$ cat src/rtl/dfm_pkg.sv
// rtl/dfm_pkg.sv - shared state encodings and default parameters for multi_channel_measure
package dfm_pkg;

    typedef enum logic [1:0] {
        SEQ_IDLE  = 2'd0,
        SEQ_RUN   = 2'd1,
        SEQ_DRAIN = 2'd2
    } seq_state_t;

    typedef enum logic [1:0] {
        CH_ARM   = 2'd0,
        CH_COUNT = 2'd1,
        CH_DONE  = 2'd2
    } ch_state_t;

    localparam int DFM_CH_NUM      = 4;
    localparam int DFM_CNT_WIDTH   = 32;
    localparam int DFM_GATE_CYCLES = 12000000;

endpackage

$ cat src/rtl/multi_channel_measure_if.sv
// rtl/multi_channel_measure_if.sv - sequencer <-> channel control and result bundle
interface multi_channel_measure_if #(
    parameter int CNT_WIDTH = dfm_pkg::DFM_CNT_WIDTH
);
    logic                 clear;
    logic                 gate_done;
    logic                 done;
    logic [CNT_WIDTH-1:0] sig_cnt;
    logic [CNT_WIDTH-1:0] ref_cnt;

    modport master (output clear, output gate_done, input done, input sig_cnt, input ref_cnt);
    modport slave  (input clear, input gate_done, output done, output sig_cnt, output ref_cnt);
endinterface

$ cat src/rtl/dfm_channel.sv
// rtl/dfm_channel.sv - one measurement channel: synchronizer, rising-edge detector,
// ARM/COUNT/DONE sequencing and saturating reference/signal counters
module dfm_channel
    import dfm_pkg::*;
#(
    parameter int CNT_WIDTH = DFM_CNT_WIDTH
) (
    input  logic                    i_clk,
    input  logic                    i_rst,
    input  logic                    i_sig,
    multi_channel_measure_if.slave  ch
);
    localparam logic [CNT_WIDTH-1:0] CNT_MAX = '1;

    logic [1:0]           r_sync;
    logic                 r_sync_d;
    logic                 r_edge;
    ch_state_t            r_state;
    ch_state_t            w_next;
    logic [CNT_WIDTH-1:0] r_sig_cnt;
    logic [CNT_WIDTH-1:0] r_ref_cnt;

    // Registered edge so the pulse is visible three clocks after the input rise
    always_ff @(posedge i_clk) begin
        if (i_rst) begin
            r_sync   <= '0;
            r_sync_d <= 1'b0;
            r_edge   <= 1'b0;
        end else begin
            r_sync   <= {r_sync[0], i_sig};
            r_sync_d <= r_sync[1];
            r_edge   <= r_sync[1] & ~r_sync_d;
        end
    end

    always_ff @(posedge i_clk) begin
        if (i_rst) begin
            r_state <= CH_ARM;
        end else begin
            r_state <= w_next;
        end
    end

    always_comb begin
        w_next = r_state;
        if (ch.clear) begin
            w_next = CH_ARM;
        end else begin
            case (r_state)
                CH_ARM:   if (r_edge) w_next = CH_COUNT;
                CH_COUNT: if (r_edge && ch.gate_done) w_next = CH_DONE;
                CH_DONE:  w_next = CH_DONE;
                default:  w_next = CH_ARM;
            endcase
        end
    end

    // The closing edge is counted in both counters on its way to DONE
    always_ff @(posedge i_clk) begin
        if (i_rst || ch.clear) begin
            r_sig_cnt <= '0;
            r_ref_cnt <= '0;
        end else if (r_state == CH_COUNT) begin
            if (r_ref_cnt != CNT_MAX) begin
                r_ref_cnt <= r_ref_cnt + CNT_WIDTH'(1);
            end
            if (r_edge && (r_sig_cnt != CNT_MAX)) begin
                r_sig_cnt <= r_sig_cnt + CNT_WIDTH'(1);
            end
        end
    end

    always_comb begin
        ch.done    = (r_state == CH_DONE);
        ch.sig_cnt = r_sig_cnt;
        ch.ref_cnt = r_ref_cnt;
    end

endmodule

$ cat src/rtl/multi_channel_measure.sv
// rtl/multi_channel_measure.sv - multi-channel period/frequency measurement with drain to result writes;
// define DFM_TIMEOUT_EN to bound RUN at 2*GATE_CYCLES cycles
module multi_channel_measure
    import dfm_pkg::*;
#(
    parameter int  CH_NUM      = DFM_CH_NUM,
    parameter int  CNT_WIDTH   = DFM_CNT_WIDTH,
    parameter int  GATE_CYCLES = DFM_GATE_CYCLES,
    localparam int CH_W        = (CH_NUM > 1) ? $clog2(CH_NUM) : 1
) (
    input  logic                   clk_i,
    input  logic                   rst_i,
    input  logic [CH_NUM-1:0]      sig_clk_i,
    input  logic                   start_i,
    input  logic                   cont_i,
    output logic                   busy_o,
    output logic                   reg_wr_en_o,
    output logic [CH_W-1:0]        reg_wr_ch_o,
    output logic [2*CNT_WIDTH-1:0] reg_wr_data_o
);
    localparam int            GW        = $clog2(2 * GATE_CYCLES) + 1;
    localparam logic [GW-1:0] GATE_LAST = GW'(GATE_CYCLES - 1);
    localparam logic [GW-1:0] RUN_LAST  = GW'(2 * GATE_CYCLES - 1);
    localparam logic [CH_W-1:0] CH_LAST = CH_W'(CH_NUM - 1);

    seq_state_t             r_state;
    seq_state_t             w_next;
    logic [GW-1:0]          r_gate_cnt;
    logic [CH_W-1:0]        r_drain_ch;
    logic                   w_run_entry;
    logic                   w_gate_done;
    logic                   w_all_done;
    logic                   w_timeout;
    logic [CH_NUM-1:0]      w_done;
    logic [CNT_WIDTH-1:0]   w_sig_cnt [CH_NUM];
    logic [CNT_WIDTH-1:0]   w_ref_cnt [CH_NUM];
    logic [2*CNT_WIDTH-1:0] w_drain_data;

    always_ff @(posedge clk_i) begin
        if (rst_i) begin
            r_state <= SEQ_IDLE;
        end else begin
            r_state <= w_next;
        end
    end

    always_comb begin
        w_next = r_state;
        case (r_state)
            SEQ_IDLE:  if (start_i || cont_i) w_next = SEQ_RUN;
            SEQ_RUN:   if (w_all_done || w_timeout) w_next = SEQ_DRAIN;
            SEQ_DRAIN: if (r_drain_ch == CH_LAST) w_next = cont_i ? SEQ_RUN : SEQ_IDLE;
            default:   w_next = SEQ_IDLE;
        endcase
    end

    always_comb begin
        busy_o        = (r_state != SEQ_IDLE);
        reg_wr_en_o   = 1'b0;
        reg_wr_ch_o   = '0;
        reg_wr_data_o = '0;
        if (r_state == SEQ_DRAIN) begin
            reg_wr_en_o   = 1'b1;
            reg_wr_ch_o   = r_drain_ch;
            reg_wr_data_o = w_drain_data;
        end
    end

    assign w_run_entry = (r_state != SEQ_RUN) && (w_next == SEQ_RUN);
    assign w_gate_done = (r_state == SEQ_RUN) && (r_gate_cnt >= GATE_LAST);
    assign w_all_done  = &w_done;

    // Gate counter parks at RUN_LAST so gate_done stays up for as long as RUN lasts
    always_ff @(posedge clk_i) begin
        if (rst_i || w_run_entry) begin
            r_gate_cnt <= '0;
        end else if ((r_state == SEQ_RUN) && (r_gate_cnt != RUN_LAST)) begin
            r_gate_cnt <= r_gate_cnt + GW'(1);
        end
    end

    always_ff @(posedge clk_i) begin
        if (rst_i || (r_state != SEQ_DRAIN)) begin
            r_drain_ch <= '0;
        end else begin
            r_drain_ch <= r_drain_ch + CH_W'(1);
        end
    end

`ifdef DFM_TIMEOUT_EN
    assign w_timeout    = (r_state == SEQ_RUN) && (r_gate_cnt == RUN_LAST);
    assign w_drain_data = w_done[r_drain_ch] ?
                          {w_sig_cnt[r_drain_ch], w_ref_cnt[r_drain_ch]} : '0;
`else
    assign w_timeout    = 1'b0;
    assign w_drain_data = {w_sig_cnt[r_drain_ch], w_ref_cnt[r_drain_ch]};
`endif

    for (genvar g = 0; g < CH_NUM; g++) begin : g_ch
        multi_channel_measure_if #(.CNT_WIDTH(CNT_WIDTH)) u_if ();

        assign u_if.clear     = w_run_entry;
        assign u_if.gate_done = w_gate_done;
        assign w_done[g]      = u_if.done;
        assign w_sig_cnt[g]   = u_if.sig_cnt;
        assign w_ref_cnt[g]   = u_if.ref_cnt;

        dfm_channel #(.CNT_WIDTH(CNT_WIDTH)) u_ch (
            .i_clk (clk_i),
            .i_rst (rst_i),
            .i_sig (sig_clk_i[g]),
            .ch    (u_if.slave)
        );
    end

endmodule

$ cat config.mk
export PLATFORM = sky130hd
export DESIGN_NAME = multi_channel_measure
export DESIGN_NICKNAME = d
export VERILOG_FILES = /design/src/rtl/dfm_pkg.sv /design/src/rtl/multi_channel_measure_if.sv /design/src/rtl/dfm_channel.sv /design/src/rtl/multi_channel_measure.sv
export SDC_FILE = /design/constraint.sdc
export NUM_CORES = 1
export LEC_CHECK = 0
export BUFFER_PORTS_ARGS = -buffer_cell sky130_fd_sc_hd__buf_2
export CORE_ASPECT_RATIO = 2
export CORE_UTILIZATION = 55
export CTS_CLUSTER_SIZE = 16
export DETAILED_ROUTE_END_ITERATION = 8
export GPL_ROUTABILITY_DRIVEN = 0
export PLACE_DENSITY = 0.77
export SETUP_SLACK_MARGIN = 0.1
export SYNTH_ARGS = -nofsm -noshare
export SYNTH_HDL_FRONTEND = slang
export SYNTH_SLANG_ARGS = --single-unit
$ cat constraint.sdc
create_clock -name clk_i -period 2.55 [get_ports clk_i]
set_clock_uncertainty 0.05 [all_clocks]
set_input_delay 0 -clock clk_i [delete_from_list [all_inputs] [get_ports clk_i]]
set_output_delay 0 -clock clk_i [all_outputs]
set_load 0.02 [all_outputs]
# Word-level counts from Yosys, hierarchy flattened
# Index checks and enable logic that the tools add are counted.
# word_totals
ff_bits	310
inputBits	8
# op_classes
addsub	10
order_cmp	2
eq_ne	31
mux	26
n_bitwise	9
n_reduce_logical	34
# ops
cell	count
adder 32 x 1 -> 32 bit (second input constant)	8
!= test 32 bit (second input constant)	8
binary-select mux 32 bit (select 2 bit)	2
2-to-1 mux 32 bit	4
2-to-1 mux 64 bit	1
case mux 2 bit (3 select lines)	5
adder 26 x 1 -> 26 bit (second input constant)	1
greater-or-equal comparator 26 x 24 -> 1 bit (second input constant)	1
!= test 26 x 25 -> 1 bit (second input constant)	1
2-to-1 mux 2 bit	12
AND reduction 2 bit	12
!= test 2 x 1 -> 1 bit (second input constant)	9
equality test 2 x 1 -> 1 bit (second input constant)	6
equality test 2 bit (second input constant)	6
logical AND 1 bit	11
logical NOT 2 bit	5
AND 1 bit	4
NOT 1 bit	4
AND reduction 4 bit	1
greater-or-equal comparator 3 bit (second input constant)	1
logical OR 1 bit	3
NOT 2 -> 3 bit	1
adder 2 x 1 -> 2 bit (second input constant)	1
2-to-1 mux 1 bit	2
3 further kinds	3

# Longest topological paths before layout
# logic_depth
word_depth	7
depth_mapped	10

# Cells and area by module
# From an unflattened synthesis, not the netlist that was laid out.
# unflattened
hier_cells	2014
area_unflattened_um2	17962.2
# modules_own_cells
mod	n_inst	cells_each	area_per_inst_um2	seq_area_each_um2
dfm_channel	4	417	3608.5	1401.3
multi_channel_measure	1	346	3528.4	600.6

# Worst setup path after synthesis
# OpenSTA, ideal clock, no wires.
# synth_path
path_kind	register to register
from	reg r_drain_ch[0]
to	reg g_ch[1].u_ch.r_sig_cnt[12]
setup_time_ns	0.128
arrival_ns	2.150
required_time_ns	2.372
slack_ns	0.222
stages_incl_launch_ff	10
path_buffers	4
period_less_slack_ns	2.328
cell_sequence	dfxtp_1 ha_1 nand2_1 a21oi_1 or2_2 clkbuf_1 clkbuf_1 clkbuf_1 buf_1 nor2_1
# synth_via
elab_chain_len	6
# synth_lines
element	line_no	rtl
start, declared	multi_channel_measure.sv:29	logic [CH_W-1:0] r_drain_ch;
start signal, assigned	multi_channel_measure.sv:86	r_drain_ch <= r_drain_ch + CH_W'(1);
equality test 2 bit	multi_channel_measure.sv:52	SEQ_DRAIN: if (r_drain_ch == CH_LAST) w_next = cont_i ? SEQ_RUN : SEQ_IDLE;
2-to-1 mux 2 bit	multi_channel_measure.sv:52	
case mux 2 bit (3 select lines)	multi_channel_measure.sv:49	case (r_state)
equality test 2 x 1 -> 1 bit	multi_channel_measure.sv:69	assign w_run_entry = (r_state != SEQ_RUN) && (w_next == SEQ_RUN);
logical AND 1 bit	multi_channel_measure.sv:69	
logical OR 1 bit	dfm_channel.sv:60	if (i_rst || ch.clear) begin
end signal, assigned	dfm_channel.sv:68	r_sig_cnt <= r_sig_cnt + CNT_WIDTH'(1);
end, declared	dfm_channel.sv:20	logic [CNT_WIDTH-1:0] r_sig_cnt;
# No other way between the ends.
# A chain may end at the register's enable or synchronous reset.

# Worst setup path after layout
# layout_path
from	reg g_ch[1].u_ch.r_ref_cnt[0]
to	reg g_ch[1].u_ch.r_ref_cnt[0]
# layout_via
elab_chain_len	2
word_cells_on_any_way	3
cone_classes	add/sub (1); eq/ne (1); reduce/logical (1)
# layout_lines
element	line_no	rtl
start, declared	dfm_channel.sv:21	logic [CNT_WIDTH-1:0] r_ref_cnt;
start signal, assigned	dfm_channel.sv:65	r_ref_cnt <= r_ref_cnt + CNT_WIDTH'(1);
branches (longest 2 deep; another with adder 32 x 1 -> 32 bit)	--	
# Parallel ways; which one is timed is not known.

==> flow_metrics.py <==
metrics = {
    "routing": {
        "vias": 16900,
        "firstDrtPassIters": 5,
        "wl_met1_mm": 17.8,
        "post_drt_wl_per_cell_um": 21.3,
        "routed-wl-met3_mm": 2.48,
        "ant_nets": 0,
        "viasPerCell": 6.70,
        "highest_layer": "met4",
        "wl_met2_mm": 28.4,
        "wl_mm": 53.6,
        "drc": 0,
        "drtIter0Drc": 1162,
    },
    "synthesis": {
        "yosys.area.top_type_share_pct": 36.3,
        "synth_top_area_cell": "dfxtp_1",
        "ys_top_cells_by_area": "dfxtp_1 (36%), mux4_2 (8.3%), or3_1 (5.3%)",
        "synth_flop_cell": "dfxtp_1",
        "ys_seq_elements": 310,
        "synth_area_per_cell_um2": 8.55,
        "ys_seq_area_share_pct": 36.3,
        "synth_edf_count": 0,
        "syn_nets": 2036,
        "synth_area_um2": 17100,
        "ys_types": 65,
        "synthArstFlopShare_pct": 0,
        "synth_cells": 2002,
        "yosysWarnings": 0,
    },
    "sta": {
        "max_freq_ghz": 0.406,
        "drv_slew": 0,
        "setup_viol": 0,
        "hold_viol_final": 0,
        "setup_tns_ps": 0,
        "rsz0062_at_grt": "yes",
        "finalCriticalPeriod_ps": 2460,
        "slew_headroom_pct": 51.0,
        "fin_crit_sh_pct": 96.6,
        "worst_slew_pin_slew_ps": 735,
    },
    "global_routing": {
        "overflow": 0,
        "grt_pass1_vias": 16800,
        "grt.total_usage_pct": 33.2,
        "antenna_found_initial": 0,
        "grt_max_degree": 67,
        "grt_first_pass_wirelength_mm": 83.6,
    },
    "cts": {
        "clk_path_buf_depth": 3,
        "post_cts_buffers": 0,
        "clkSinkCount": 310,
        "cts_made_buffers": 29,
        "tritoncts": "yes",
        "htreeDepth": 1,
        "root_buffer": "clkbuf_16",
        "path_clk_slew_ps": 70,
        "clk_latency_ps": 580,
    },
    "floorplanning": {
        "core_region_area_um2": 30700,
        "die_width_um": 127,
        "num_io_pins": 76,
        "initial_core_util_pct": 55.7,
        "dieArea_um2": 31900,
        "rows": 91,
        "die_y_um": 251,
    },
    "power_and_ir_drop": {
        "p_per_area_nw_per_um2": 496,
        "power_leakage_nw": 6.32,
        "vdd_drop_max_mv": 0.520,
    },
    "critical_path": {
        "arrival_ps": 2870,
        "end_kind": "register",
        "critPathLaunchType": "register",
        "worst-setup-path-type": "register to register",
        "worst-path-max-fanout": 4,
        "worstPathRequired_ps": 2960,
    },
    "layout": {
        "mostFrequentLayoutCells": "dfxtp_1 (306), nand2_1 (169), a21oi_1 (167)",
        "fin_cells": 2522,
        "layout-drive-gt1-share_pct": 16.7,
        "antennaDiodeCount": 0,
        "area_delta_synth_final_pct": 15.8,
        "layout_commonest_cell": "dfxtp_1",
        "final_nets": 2161,
        "fillers": 2576,
    },
    "status": {
        "outcome": "finished, final reports clean",
    },
    "placed_design": {
        "dp_hpwl_mm": 39.3,
        "portBuffers": 75,
        "dp.cells": 2458,
    },
    "min_path": {
        "hold_path_class": "input pin to register",
    },
    "flow_run": {
        "drv_cap": 0,
    },
}
## area by class of cell
| class | count | area (um2) | share of cell area, % |
|---|---|---|---|
| sequential | 310 | 6210 | 31.4 |
| clock buffer | 37 | 786 | 3.96 |
| tap | 372 | 465 | 2.35 |
| timing repair buffer | 202 | 1530 | 7.72 |
| inverter | 46 | 176 | 0.890 |
| clock inverter | 17 | 209 | 1.05 |
| multi-input combinational | 1538 | 10400 | 52.7 |
## worst max-delay path, cell delays in order (launching register included)
cell and delay, ps:
dfxtp_1 390, ha_1 240, nand2_1 230, or4_1 700, o31ai_1 330, buf_4 190
xor2_1 150, nor2_1 50
## where the power goes
group	internal (mW)	total (mW)	leakage [nW]	switching, mW
Combinational	0.103	0.337	3.35	0.234
Sequential	4.85	4.86	2.50	0.0115
Clock	2.60	4.63	0.475	2.03
Total	7.56	9.84	6.32	2.28
## per-stage QoR
stage               instance area, um2  util [%]  power, mW  hold WS (ps)  setup slack (ps)
detailed placement               18600      60.6       5.29           166              48.6
global placement                 18600      60.6       5.29           161               105
floorplan                        17100         -       5.15          78.2               222
CTS                              19700      64.2       9.88          78.2               106
finish                           19800      64.5       9.84           124              86.9
global route                     19800      64.5       10.1           133              12.7
## cells in the mapped netlist (all sizes together) (3+ instances only)
library cell	instances
nor2b	22
o2bb2ai	3
o311ai	7
and4	33
mux4	64
clkbuf	90
nor4b	5
o2111ai	5
buf	18
or4b	6
a31oi	17
o31a	4
ha	26
o31ai	40
nor2	104
dfxtp	310
o211ai	21
a2111oi	4
nand3	98
nor3b	4
or3	146
inv	46
nand2	169
nor3	36
nand2b	4
and3	29
nor4	35
or2	12
o41ai	7
mux2i	24
and2	77
xnor2	43
or4	58
xor2	13
a31o	5
nand4	80
o21a	4
a21oi	168
o21ai	130
a211oi	17
## final timing paths
check,startpoint,endpoint,slack (ps),depth (start not counted)
setup reg to reg,g_ch[1].u_ch.ch.ref_cnt[0],g_ch[1].u_ch.ch.ref_cnt[0],90,7
setup / recovery,g_ch[1].u_ch.ch.ref_cnt[0],g_ch[1].u_ch.ch.ref_cnt[0],90,7
hold reg to reg,g_ch[3].u_ch.r_sync_d,g_ch[3].u_ch.r_edge,340,1
hold / removal,cont_i,r_state[0],120,6
## sequential cells by signal, summed over array words and instances, names as in the netlist
| signal | count |
|---|---|
| g_ch.u_ch.r_sync | 8 |
| r_state | 2 |
| g_ch.u_ch.ch.ref_cnt | 128 |
| g_ch.u_ch.r_state | 8 |
| g_ch.u_ch.r_edge | 4 |
| g_ch.u_ch.r_sync_d | 4 |
| r_drain_ch | 2 |
| g_ch.u_ch.ch.sig_cnt | 128 |
| r_gate_cnt | 26 |
## logic make-up after synthesis
logic type                 synth area share (%)
xor gates and xnor gates                   2.87
AOI/OAI and AO/OA                          15.5
buffers and inverters                      3.43
adders and majority gates                  1.90
muxes                                      9.85
and+or+nand+nor                            30.2
DFF                                        36.3
## routing by layer
metal / track usage, % / up-vias
met5: 0 / -
met4: 28.8 / 0
met3: 3.73 / 266
met2: 63.2 / 645
met1: 30.8 / 8140
li1: - / 7838
## repair_timing
action                                  in CTS  in global routing
pin swaps                                    0                  3
gates resized for setup                      5                 18
gates cloned                                 0                  1
hold buffers                                 9                  0
endpoints found under the setup margin      67                 56
hold endpoints to repair                    29                  0
(Power assumes the default switching activity.)
